--- src/rtl/train_seq_if.sv ---
// Control/status bundle between the top-level pins, the learning datapath and train_seq.
interface train_seq_if #(
  parameter int unsigned LAYER_W = 1,
  parameter int unsigned EPOCH_W = 8
);
  logic               en_i;
  logic               init_i;
  logic               abort_i;
  logic [EPOCH_W-1:0] max_epochs_i;
  logic               f_end_i;
  logic               b_end_i;
  logic               zero_end_check_i;

  logic               f0_pass_o;
  logic               f1_pass_o;
  logic               b_pass_o;
  logic [LAYER_W-1:0] layer_o;
  logic [EPOCH_W-1:0] epoch_o;
  logic               zero_loss_o;
  logic               zero_final_o;
  logic               zero_weight_update_o;
  logic               busy_o;
  logic               done_o;
  logic               error_o;

  // Controller/environment side: drives commands and events, observes status.
  modport master (
    output en_i, init_i, abort_i, max_epochs_i, f_end_i, b_end_i, zero_end_check_i,
    input  f0_pass_o, f1_pass_o, b_pass_o, layer_o, epoch_o, zero_loss_o, zero_final_o,
           zero_weight_update_o, busy_o, done_o, error_o
  );

  // Sequencer side.
  modport slave (
    input  en_i, init_i, abort_i, max_epochs_i, f_end_i, b_end_i, zero_end_check_i,
    output f0_pass_o, f1_pass_o, b_pass_o, layer_o, epoch_o, zero_loss_o, zero_final_o,
           zero_weight_update_o, busy_o, done_o, error_o
  );
endinterface

--- src/rtl/train_seq.sv ---
// Training-pass sequencer: F0 pass, then alternating B/F1 passes over N_LAYERS layers,
// ending on convergence, epoch limit, abort or watchdog expiry. All outputs are registered.
module train_seq #(
  parameter int unsigned N_LAYERS    = 2,
  parameter int unsigned LAYER_W     = 1,
  parameter int unsigned EPOCH_W     = 8,
  parameter int unsigned TIMEOUT_CYC = 255
) (
  input  logic         clk_i,
  input  logic         rst_i,
  train_seq_if.slave   bus
);

  localparam int unsigned WD_W = (TIMEOUT_CYC == 0) ? 1 : $clog2(TIMEOUT_CYC + 1);
  localparam logic [LAYER_W-1:0] LAST_LAYER = LAYER_W'(N_LAYERS - 1);
  localparam logic [WD_W-1:0]    WD_LAST    = WD_W'(TIMEOUT_CYC - 1);

  typedef enum logic [2:0] {
    S_IDLE = 3'd0,
    S_F0   = 3'd1,
    S_B    = 3'd2,
    S_F1   = 3'd3,
    S_DONE = 3'd4,
    S_ERR  = 3'd5
  } state_t;

  state_t             r_state;
  logic [LAYER_W-1:0] r_layer;
  logic [EPOCH_W-1:0] r_epoch;
  logic [EPOCH_W-1:0] r_limit;
  logic [WD_W-1:0]    r_wdog;
  logic               r_f0_pass;
  logic               r_f1_pass;
  logic               r_b_pass;
  logic               r_busy;
  logic               r_done;
  logic               r_error;
  logic               r_zero_loss;
  logic               r_zero_wu;

  state_t             w_state_nxt;
  logic [LAYER_W-1:0] w_layer_nxt;
  logic [EPOCH_W-1:0] w_epoch_nxt;
  logic [EPOCH_W-1:0] w_limit_nxt;
  logic [WD_W-1:0]    w_wdog_nxt;
  logic               w_zero_loss_nxt;
  logic               w_zero_wu_nxt;
  logic               w_evt;
  logic               w_active;

  assign w_active = (r_state == S_F0) || (r_state == S_B) || (r_state == S_F1);

  // Next-state, counter and pulse decode; abort outranks every other input.
  always_comb begin
    w_state_nxt     = r_state;
    w_layer_nxt     = r_layer;
    w_epoch_nxt     = r_epoch;
    w_limit_nxt     = r_limit;
    w_wdog_nxt      = r_wdog;
    w_zero_loss_nxt = 1'b0;
    w_zero_wu_nxt   = 1'b0;
    w_evt           = 1'b0;

    if (bus.abort_i) begin
      w_state_nxt = S_IDLE;
      w_layer_nxt = '0;
      w_epoch_nxt = '0;
      w_wdog_nxt  = '0;
    end else begin
      unique case (r_state)
        S_IDLE, S_DONE, S_ERR: begin
          if (bus.init_i) begin
            w_layer_nxt = '0;
            w_epoch_nxt = '0;
            w_wdog_nxt  = '0;
            w_limit_nxt = bus.max_epochs_i;
            w_state_nxt = (bus.max_epochs_i == '0) ? S_DONE : S_F0;
          end
        end
        S_F0: begin
          if (bus.f_end_i) begin
            w_evt = 1'b1;
            if (r_layer < LAST_LAYER) begin
              w_layer_nxt = r_layer + LAYER_W'(1);
            end else begin
              w_state_nxt = S_B;
              w_layer_nxt = LAST_LAYER;
            end
          end
        end
        S_B: begin
          if (bus.b_end_i) begin
            w_evt = 1'b1;
            if (r_layer != '0) begin
              w_layer_nxt = r_layer - LAYER_W'(1);
            end else begin
              w_state_nxt     = S_F1;
              w_layer_nxt     = '0;
              w_epoch_nxt     = r_epoch + EPOCH_W'(1);
              w_zero_loss_nxt = 1'b1;
            end
          end
        end
        S_F1: begin
          if (bus.zero_end_check_i) begin
            w_evt       = 1'b1;
            w_state_nxt = S_DONE;
          end else if (bus.f_end_i) begin
            w_evt = 1'b1;
            if (r_layer < LAST_LAYER) begin
              w_layer_nxt = r_layer + LAYER_W'(1);
            end else if (r_epoch == r_limit) begin
              w_state_nxt = S_DONE;
            end else begin
              w_state_nxt   = S_B;
              w_layer_nxt   = LAST_LAYER;
              w_zero_wu_nxt = 1'b1;
            end
          end
        end
        default: begin
          w_state_nxt = S_IDLE;
          w_layer_nxt = '0;
          w_epoch_nxt = '0;
          w_wdog_nxt  = '0;
        end
      endcase

      // Watchdog: only quiet cycles inside a pass advance it.
      if (w_active) begin
        if (w_evt || (w_state_nxt != r_state)) begin
          w_wdog_nxt = '0;
        end else if ((TIMEOUT_CYC != 0) && (r_wdog == WD_LAST)) begin
          w_state_nxt = S_ERR;
          w_wdog_nxt  = '0;
        end else if (TIMEOUT_CYC != 0) begin
          w_wdog_nxt = r_wdog + WD_W'(1);
        end
      end
    end
  end

  // State, counters and registered outputs; en_i low freezes state and kills pulses.
  always_ff @(posedge clk_i) begin
    if (rst_i) begin
      r_state     <= S_IDLE;
      r_layer     <= '0;
      r_epoch     <= '0;
      r_limit     <= '0;
      r_wdog      <= '0;
      r_f0_pass   <= 1'b0;
      r_f1_pass   <= 1'b0;
      r_b_pass    <= 1'b0;
      r_busy      <= 1'b0;
      r_done      <= 1'b0;
      r_error     <= 1'b0;
      r_zero_loss <= 1'b0;
      r_zero_wu   <= 1'b0;
    end else begin
      r_zero_loss <= bus.en_i & w_zero_loss_nxt;
      r_zero_wu   <= bus.en_i & w_zero_wu_nxt;
      if (bus.en_i) begin
        r_state   <= w_state_nxt;
        r_layer   <= w_layer_nxt;
        r_epoch   <= w_epoch_nxt;
        r_limit   <= w_limit_nxt;
        r_wdog    <= w_wdog_nxt;
        r_f0_pass <= (w_state_nxt == S_F0);
        r_f1_pass <= (w_state_nxt == S_F1);
        r_b_pass  <= (w_state_nxt == S_B);
        r_busy    <= (w_state_nxt == S_F0) || (w_state_nxt == S_B) || (w_state_nxt == S_F1);
        r_done    <= (w_state_nxt == S_DONE);
        r_error   <= (w_state_nxt == S_ERR);
      end
    end
  end

  assign bus.f0_pass_o            = r_f0_pass;
  assign bus.f1_pass_o            = r_f1_pass;
  assign bus.b_pass_o             = r_b_pass;
  assign bus.layer_o              = r_layer;
  assign bus.epoch_o              = r_epoch;
  assign bus.zero_loss_o          = r_zero_loss;
  assign bus.zero_final_o         = r_zero_loss;
  assign bus.zero_weight_update_o = r_zero_wu;
  assign bus.busy_o               = r_busy;
  assign bus.done_o               = r_done;
  assign bus.error_o              = r_error;

endmodule
--- src/flat_wrapper.sv ---
// flat-port wrapper written by rule: the top's interface ports become plain ports
module train_seq_flat 
#(
  parameter int unsigned N_LAYERS    = 2,
  parameter int unsigned LAYER_W     = 1,
  parameter int unsigned EPOCH_W     = 8,
  parameter int unsigned TIMEOUT_CYC = 255
)
  (clk_i, rst_i, bus_en_i, bus_init_i, bus_abort_i, bus_max_epochs_i, bus_f_end_i, bus_b_end_i, bus_zero_end_check_i, bus_f0_pass_o, bus_f1_pass_o, bus_b_pass_o, bus_layer_o, bus_epoch_o, bus_zero_loss_o, bus_zero_final_o, bus_zero_weight_update_o, bus_busy_o, bus_done_o, bus_error_o);
  train_seq_if #(.LAYER_W(LAYER_W), .EPOCH_W(EPOCH_W)) bus_i ();
  input  logic clk_i;
  input  logic rst_i;
  input wire logic [$bits(bus_i.en_i)-1:0] bus_en_i;
  input wire logic [$bits(bus_i.init_i)-1:0] bus_init_i;
  input wire logic [$bits(bus_i.abort_i)-1:0] bus_abort_i;
  input wire logic [$bits(bus_i.max_epochs_i)-1:0] bus_max_epochs_i;
  input wire logic [$bits(bus_i.f_end_i)-1:0] bus_f_end_i;
  input wire logic [$bits(bus_i.b_end_i)-1:0] bus_b_end_i;
  input wire logic [$bits(bus_i.zero_end_check_i)-1:0] bus_zero_end_check_i;
  output wire logic [$bits(bus_i.f0_pass_o)-1:0] bus_f0_pass_o;
  output wire logic [$bits(bus_i.f1_pass_o)-1:0] bus_f1_pass_o;
  output wire logic [$bits(bus_i.b_pass_o)-1:0] bus_b_pass_o;
  output wire logic [$bits(bus_i.layer_o)-1:0] bus_layer_o;
  output wire logic [$bits(bus_i.epoch_o)-1:0] bus_epoch_o;
  output wire logic [$bits(bus_i.zero_loss_o)-1:0] bus_zero_loss_o;
  output wire logic [$bits(bus_i.zero_final_o)-1:0] bus_zero_final_o;
  output wire logic [$bits(bus_i.zero_weight_update_o)-1:0] bus_zero_weight_update_o;
  output wire logic [$bits(bus_i.busy_o)-1:0] bus_busy_o;
  output wire logic [$bits(bus_i.done_o)-1:0] bus_done_o;
  output wire logic [$bits(bus_i.error_o)-1:0] bus_error_o;
  assign bus_i.en_i = bus_en_i;
  assign bus_i.init_i = bus_init_i;
  assign bus_i.abort_i = bus_abort_i;
  assign bus_i.max_epochs_i = bus_max_epochs_i;
  assign bus_i.f_end_i = bus_f_end_i;
  assign bus_i.b_end_i = bus_b_end_i;
  assign bus_i.zero_end_check_i = bus_zero_end_check_i;
  assign bus_f0_pass_o = bus_i.f0_pass_o;
  assign bus_f1_pass_o = bus_i.f1_pass_o;
  assign bus_b_pass_o = bus_i.b_pass_o;
  assign bus_layer_o = bus_i.layer_o;
  assign bus_epoch_o = bus_i.epoch_o;
  assign bus_zero_loss_o = bus_i.zero_loss_o;
  assign bus_zero_final_o = bus_i.zero_final_o;
  assign bus_zero_weight_update_o = bus_i.zero_weight_update_o;
  assign bus_busy_o = bus_i.busy_o;
  assign bus_done_o = bus_i.done_o;
  assign bus_error_o = bus_i.error_o;
  train_seq #(.N_LAYERS(N_LAYERS), .LAYER_W(LAYER_W), .EPOCH_W(EPOCH_W), .TIMEOUT_CYC(TIMEOUT_CYC)) u_core (.clk_i(clk_i), .rst_i(rst_i), .bus(bus_i));
endmodule
--- config.mk ---
export PLATFORM = sky130hd
export DESIGN_NAME = train_seq_flat
export DESIGN_NICKNAME = d
export VERILOG_FILES = /design/src/rtl/train_seq_if.sv /design/src/rtl/train_seq.sv /design/src/flat_wrapper.sv
export SDC_FILE = /design/constraint.sdc
export NUM_CORES = 1
export LEC_CHECK = 0
export BUFFER_PORTS_ARGS = -buffer_cell sky130_fd_sc_hd__buf_2
export CORE_ASPECT_RATIO = 0.6
export CORE_MARGIN = 4
export CORE_UTILIZATION = 55
export DETAILED_ROUTE_END_ITERATION = 7
export PLACE_DENSITY = 0.86
export REMOVE_ABC_BUFFERS = 1
export SLEW_MARGIN = 0
export SYNTH_ARGS = -nofsm -noshare
export SYNTH_HDL_FRONTEND = slang
export SYNTH_SLANG_ARGS = --single-unit
--- constraint.sdc ---
create_clock -name clk_i -period 2.3 [get_ports clk_i]
set_input_delay 0.345 -clock clk_i [delete_from_list [all_inputs] [get_ports clk_i]]
set_output_delay 0.345 -clock clk_i [all_outputs]
set_load 0.03 [all_outputs]
==> metrics.txt, run 1 <==
main flop type after synthesis=dfxtp_1; commonest cells in the netlist=dfxtp_1, nand2_1, nor2_1; number of diodes=0; Crit path largest cell delay=0.51 ns; die width=84.29 um; simple-gate share of the synthesized area=24.10%; die area=4533 um2; # IOs=34; hold slack=0.3107 ns; post-synthesis mux area share=4.691%; Layout area overhead=15.37%; Static Leak=0.9362 nW; Slew headroom=56.18%; largest net degree at the start of global routing=25; drt initial violations=159; TritonCTS clock tree=yes; Tightest Pin Transition=0.6502 ns; Worst-path clk slew=0.07 ns; final setup skew=0.005426 ns; Post-synth EDFFs=0; slowest CP cell=nor4_1; drt pass-1 iters=4; Top Layer Used=met4; Max clock buf depth=2; total number of vias=1,791; layout cells sized above 1=22.66%; setup TNS=0 ns; CP max FO=5; Tot GR Track Use=21.73%; maximum vdd ir drop=298.2 uV; most frequent cell after synthesis=dfxtp_1; final worst path period share=88.91%; cts bufs inserted=5; die height=53.78 um; design area=2216 um2; yosys warns=0; Placer Congestion=0.9914; Antenna Nets Post-Route=0; Post-Synth Adder-Cell Area=1.954%; first-pass GRT wire length=7.617 mm; Worst Setup SP=u_core.bus.epoch_o[0]$_SDFFE_PP0P_; CP Capture Type=flip-flop; routed wl met2=1.851 mm; worst reg2reg setup slack=0.26 ns; fmax=0.4890 GHz; CTS root buf=clkbuf_8; synth unique cells=49; fin crit period=2.045 ns; worst path arrival time=2.28 ns; worst-skew pair later-pin latency=0.29 ns; met3 routed WL=440 um; core box area=3303 um2; area share of the largest cell type after synthesis=37.52%; pwr dens=562.0 nW/um2; starting density of the core=58.14%; Post-DP Area=2125 um2; clock sink count=36; RR Startpoint=u_core.bus.epoch_o[0]$_SDFFE_PP0P_; final net count=274; routed length per instance=15.63 um; Yosys reg bits=36; Post-synth ARST share=0%; antenna violations before repair=0; CP cell instances=xor2_1 > nor4_1 > nand2_1 > o21ai_0 > a41o_1; Synth area leader=dfxtp_1; Max Cap Violations=0; DRC viols=0; Post-Route WL=4.706 mm; # H-tree levels=2; status=finished, final reports clean; RSZ-0062 raised after global routing=false; Area contributors post-synth=dfxtp_1, mux2i_1, xor2_1, nand2_1, nor2_1; total power=1.245 mW; Netlist Area Pre-Place=1921 um2; row count=16; # setup viols final=0; port buffer count=33; XOR/XNOR share of the synthesized area=5.016%; Post-DP HPWL=3.571 mm; sequential area share after synthesis=37.52%; Slew Viols, Final=0; worst hold start=bus_max_epochs_i[5]; largest family of logic cells by synthesized area=simple AND/OR/NAND/NOR gates; critical setup path kind=reg -> reg; grt total ovfl=0; M1 WL=2.377 mm; cells after synthesis=221; type of the worst min-delay path=in -> reg; syn avg cell area=8.690 um2; number of global-route vias before repair=1,545; required time of the critical path=2.53 ns; routed vias/inst=5.950; Synth Area in Compound Gates=22.08%; Setup crit start kind=flip-flop; final hold vios=0
## placed cells by master (no fill, tap or decap), types with 2 or more instances in the layout
cell type   n
and2_1      3
nand2b_1    4
buf_2      33
o211ai_1    3
clkbuf_1    2
dfxtp_1    35
nand2_1    22
o221a_2     2
o21ai_0     8
and3_1      6
xor2_1     10
a31o_2      2
or3_1       6
buf_4       5
inv_1       9
clkbuf_8    6
mux2i_1     9
a41oi_1     3
a21oi_1    15
nor2_1     21
o2111ai_1   2
ha_1        3
nor4_1      4
a311oi_1    6
nand4_1     2
o41ai_2     3
nand3_1     8
## worst max-delay path: cells and delay by family (launching register included)
family / cells / cell delay (ns)
XOR/XNOR: 1 / 0.11
AND/OR/NAND/NOR: 2 / 0.71
flip-flops: 1 / 0.47
AO/OA/AOI/OAI: 2 / 0.69
## final timing paths
path,cells past startpoint,endpoint
setup reg to reg,5,u_core.bus.f0_pass_o$_SDFFE_PP0P_
hold / removal,3,u_core.r_limit[5]$_SDFFE_PP0P_
hold reg to reg,2,u_core.bus.done_o$_SDFFE_PP0P_
setup / recovery,5,u_core.bus.f0_pass_o$_SDFFE_PP0P_
## sequential cells by signal, indices dropped and copies added, names as in the netlist, 3 cells and up
signal              flops
u_core.bus.epoch_o      8
u_core.r_state          3
u_core.r_limit          8
u_core.r_wdog           8
## per-stage QoR
step	setup slack [ns]	utilization, %	instances
global placement	0.1923	64.32	293
detailed placement	0.1241	64.32	293
floorplan	0.3516	-	210
global route	0.1830	67.08	301
finish	0.2551	67.08	301
CTS	0.1765	67.05	301
## report_power, final
part           switching [mW]  leakage (nW)  total (mW)  internal [mW]
Clock                   0.222        0.0455       0.466          0.244
Sequential            0.00984         0.292       0.643          0.633
Combinational          0.0876         0.599       0.136         0.0481
Total                   0.320         0.936        1.25          0.926
## kinds of logic (layout without fill, tap and decap cells)
family,count (synthesis),count (layout)
AND/OR/NAND/NOR,87,87
XOR/XNOR,11,11
flip-flops,36,36
buffers and inverters,20,55
multiplexers,9,9
AO/OA/AOI/OAI,55,55
adder cells (fa/ha/maj),3,3
## final cells by class
cell class              count  area [um2]
repair buffers             38       202.7
well taps                  45       56.30
fillers                   301        1087
multi-input cells         165        1111
flip-flops and latches     36       721.9
clock buffers               8       90.09
inverters                   9       33.78
## what timing repair did
action	4_1_cts	5_1_grt
resized for setup	0	1
setup endpoints to repair	0	2
buffers inserted	0	0
hold buffers	0	0
## metal layers
layer	track usage (%)	up-vias
li1	-	887
met1	31.76	831
met2	31.94	67
met3	6.269	6
met4	4.011	0
met5	0	-
Note: power is estimated with default switching activity, not from simulation.
==> inputs of run 2 (changes only) <==
--- a/config.mk
+++ b/config.mk
@@ -9,6 +9,7 @@
 export CORE_ASPECT_RATIO = 0.6
 export CORE_MARGIN = 4
 export CORE_UTILIZATION = 55
+export CTS_BUF_LIST = sky130_fd_sc_hd__clkbuf_16
 export DETAILED_ROUTE_END_ITERATION = 7
 export PLACE_DENSITY = 0.86
 export REMOVE_ABC_BUFFERS = 1
==> run 2 against run 1 <==
  * Largest cell class unchanged
  * Final area grew 2.1%
  * Sequential power about the same
  * Total power increased by 13%
==> metrics.txt, run 2 (same netlist as run 1, synthesis figures left out) <==
# IOs=34 (unchanged); post-CTS setup buffers=0 (unchanged); Antenna Nets Post-Route=0 (unchanged); type of the worst min-delay path=in -> reg (unchanged); die height=53.78 um (unchanged); port buffer count=33 (unchanged); # setup viols final=0 (unchanged); Core Util, Final=68.48% (was 67.08%); final setup skew=0.005213 ns (was 0.005426 ns); CP Capture Type=flip-flop (unchanged); number of diodes=0 (unchanged); # H-tree levels=2 (unchanged); Hold Path Cell Cnt=3 (unchanged); CTS hold repair buffers=0 (unchanged); Tightest Pin Transition=0.6601 ns (was 0.6502 ns); CTS root buf=clkbuf_16 (was clkbuf_8); worst reg2reg setup slack=0.18 ns (was 0.26 ns); worst reg-to-reg path cell count=5 (unchanged); fin crit period=2.121 ns (was 2.045 ns); RR Startpoint=u_core.bus.epoch_o[0]$_SDFFE_PP0P_ (unchanged); Layout Cells excl Fill=301 (unchanged); largest net degree at the start of global routing=25 (unchanged); clock sink count=36 (unchanged); row count=16 (unchanged); Post-DP HPWL=3.571 mm (unchanged); drt initial violations=149 (was 159); Hold Path End=u_core.r_limit[5]$_SDFFE_PP0P_ (unchanged); RSZ-0062 raised after global routing=false (unchanged); grt total ovfl=0 (unchanged); die area=4533 um2 (unchanged); starting density of the core=58.14% (unchanged); Worst-path clk slew=0.05 ns (was 0.07 ns); die width=84.29 um (unchanged); Placer Congestion=0.9914 (unchanged); DRC viols=0 (unchanged); Post-Route WL=4.883 mm (was 4.706 mm); Crit path largest cell delay=0.57 ns (was 0.51 ns); Tot GR Track Use=22.27% (was 21.73%); hold slack=0.3256 ns (was 0.3107 ns); Worst path top cell family by delay=simple AND/OR/NAND/NOR gates (unchanged); first-pass GRT wire length=7.769 mm (was 7.617 mm); number of global-route vias before repair=1,599 (was 1,545); final hold vios=0 (unchanged); Slew headroom=55.51% (was 56.18%); pwr dens=621.4 nW/um2 (was 562.0 nW/um2); Setup crit start kind=flip-flop (unchanged); CP cell instances=xor2_1 > nor4_1 > nand2_1 > o21ai_0 > a41o_1 (unchanged); worst path arrival time=2.34 ns (was 2.28 ns); setup TNS=0 ns (unchanged); Static Leak=0.9645 nW (was 0.9362 nW); Layout area overhead=17.79% (was 15.37%); CP Buf/Inv Count=0 (unchanged); total number of vias=1,816 (was 1,791); routed vias/inst=6.033 (was 5.950); critical setup path kind=reg -> reg (unchanged); worst hold start=bus_max_epochs_i[5] (unchanged); Max Cap Violations=0 (unchanged); drt pass-1 iters=5 (was 4); most common cell after layout, fill and taps aside=dfxtp_1 (unchanged); TritonCTS clock tree=yes (unchanged); final worst path period share=92.22% (was 88.91%); status=finished, final reports clean (unchanged); Max clock buf depth=2 (unchanged); cts bufs inserted=5 (unchanged); PostCTS Resize Cnt=0 (unchanged); CP max FO=5 (unchanged); slowest CP cell=nor4_1 (unchanged); core box area=3303 um2 (unchanged); maximum vdd ir drop=358.6 uV (was 298.2 uV); antenna violations before repair=0 (unchanged); final net count=274 (unchanged); required time of the critical path=2.52 ns (was 2.53 ns); Reg-to-Reg End=u_core.bus.f0_pass_o$_SDFFE_PP0P_ (unchanged); most frequent cells in the layout=dfxtp_1, buf_2, nand2_1 (unchanged); worst-skew pair later-pin latency=0.28 ns (was 0.29 ns); Slew Viols, Final=0 (unchanged); layout cells sized above 1=22.27% (was 22.66%); placed insts=293 (unchanged); routed length per instance=16.22 um (was 15.63 um); fmax=0.4715 GHz (was 0.4890 GHz)
[run 2: cell types whose count changed in the layout (fill, tap and decap cells not counted), sizes merged]
cell    before  now
clkbuf       8    5
clkinv       0    1
inv          9   11
[run 2: how the worst max path moves through the flow]
stage                                  startpoint                                end  cells past startpoint
2_1_floorplan     u_core.bus.layer_o$_SDFFE_PP0P_     u_core.bus.busy_o$_SDFFE_PP0P_                      5
3_3_place_gp                  bus_max_epochs_i[4]     u_core.bus.busy_o$_SDFFE_PP0P_                      6
3_5_place_dp                  bus_max_epochs_i[4]     u_core.bus.busy_o$_SDFFE_PP0P_                      6
4_1_cts            u_core.r_state[1]$_SDFFE_PP0P_     u_core.bus.busy_o$_SDFFE_PP0P_                      5
5_1_grt        u_core.bus.epoch_o[0]$_SDFFE_PP0P_  u_core.bus.f1_pass_o$_SDFFE_PP0P_                      5
6_report       u_core.bus.epoch_o[0]$_SDFFE_PP0P_  u_core.bus.f0_pass_o$_SDFFE_PP0P_                      5
[run 2: through the flow]
step	setup WS [ns]	power, mW	cell area (um2)
after floorplan	0.3516	0.7340	1866
after global placement	0.1923	0.7870	2125
after detailed placement	0.1241	0.7900	2125
after CTS	0.1808	1.414	2261
after global routing	0.1423	1.454	2262
final	0.1790	1.406	2262
[run 2: area by class of cell]
cell class	instances	area, um2
multi-input cells	165	1111
fillers	289	1041
flip-flops and latches	36	721.9
repair buffers	38	202.7
clock buffers	5	125.1
well taps	45	56.30
inverters	9	33.78
clock inverters	3	11.26
[run 2: routing by layer]
layer / track usage [%] / vias up / wire length [um]
met5: 0 / - / 0
met4: 6.417 / 0 / 48
li1: - / 887 / -
met3: 5.810 / 5 / 433
met1: 31.49 / 837 / 2409
met2: 33.64 / 87 / 1991
[run 2: power breakdown]
part           internal (mW)  switching (mW)  leakage (nW)
clock                  0.389           0.236        0.0738
sequential             0.635          0.0100         0.292
combinational         0.0481          0.0886         0.599
total                   1.07           0.334         0.965
[run 2: worst min-delay path, cell delays in order]
cell,delay (ns)
buf_2,0.09
mux2i_1,0.06
nor2_1,0.07
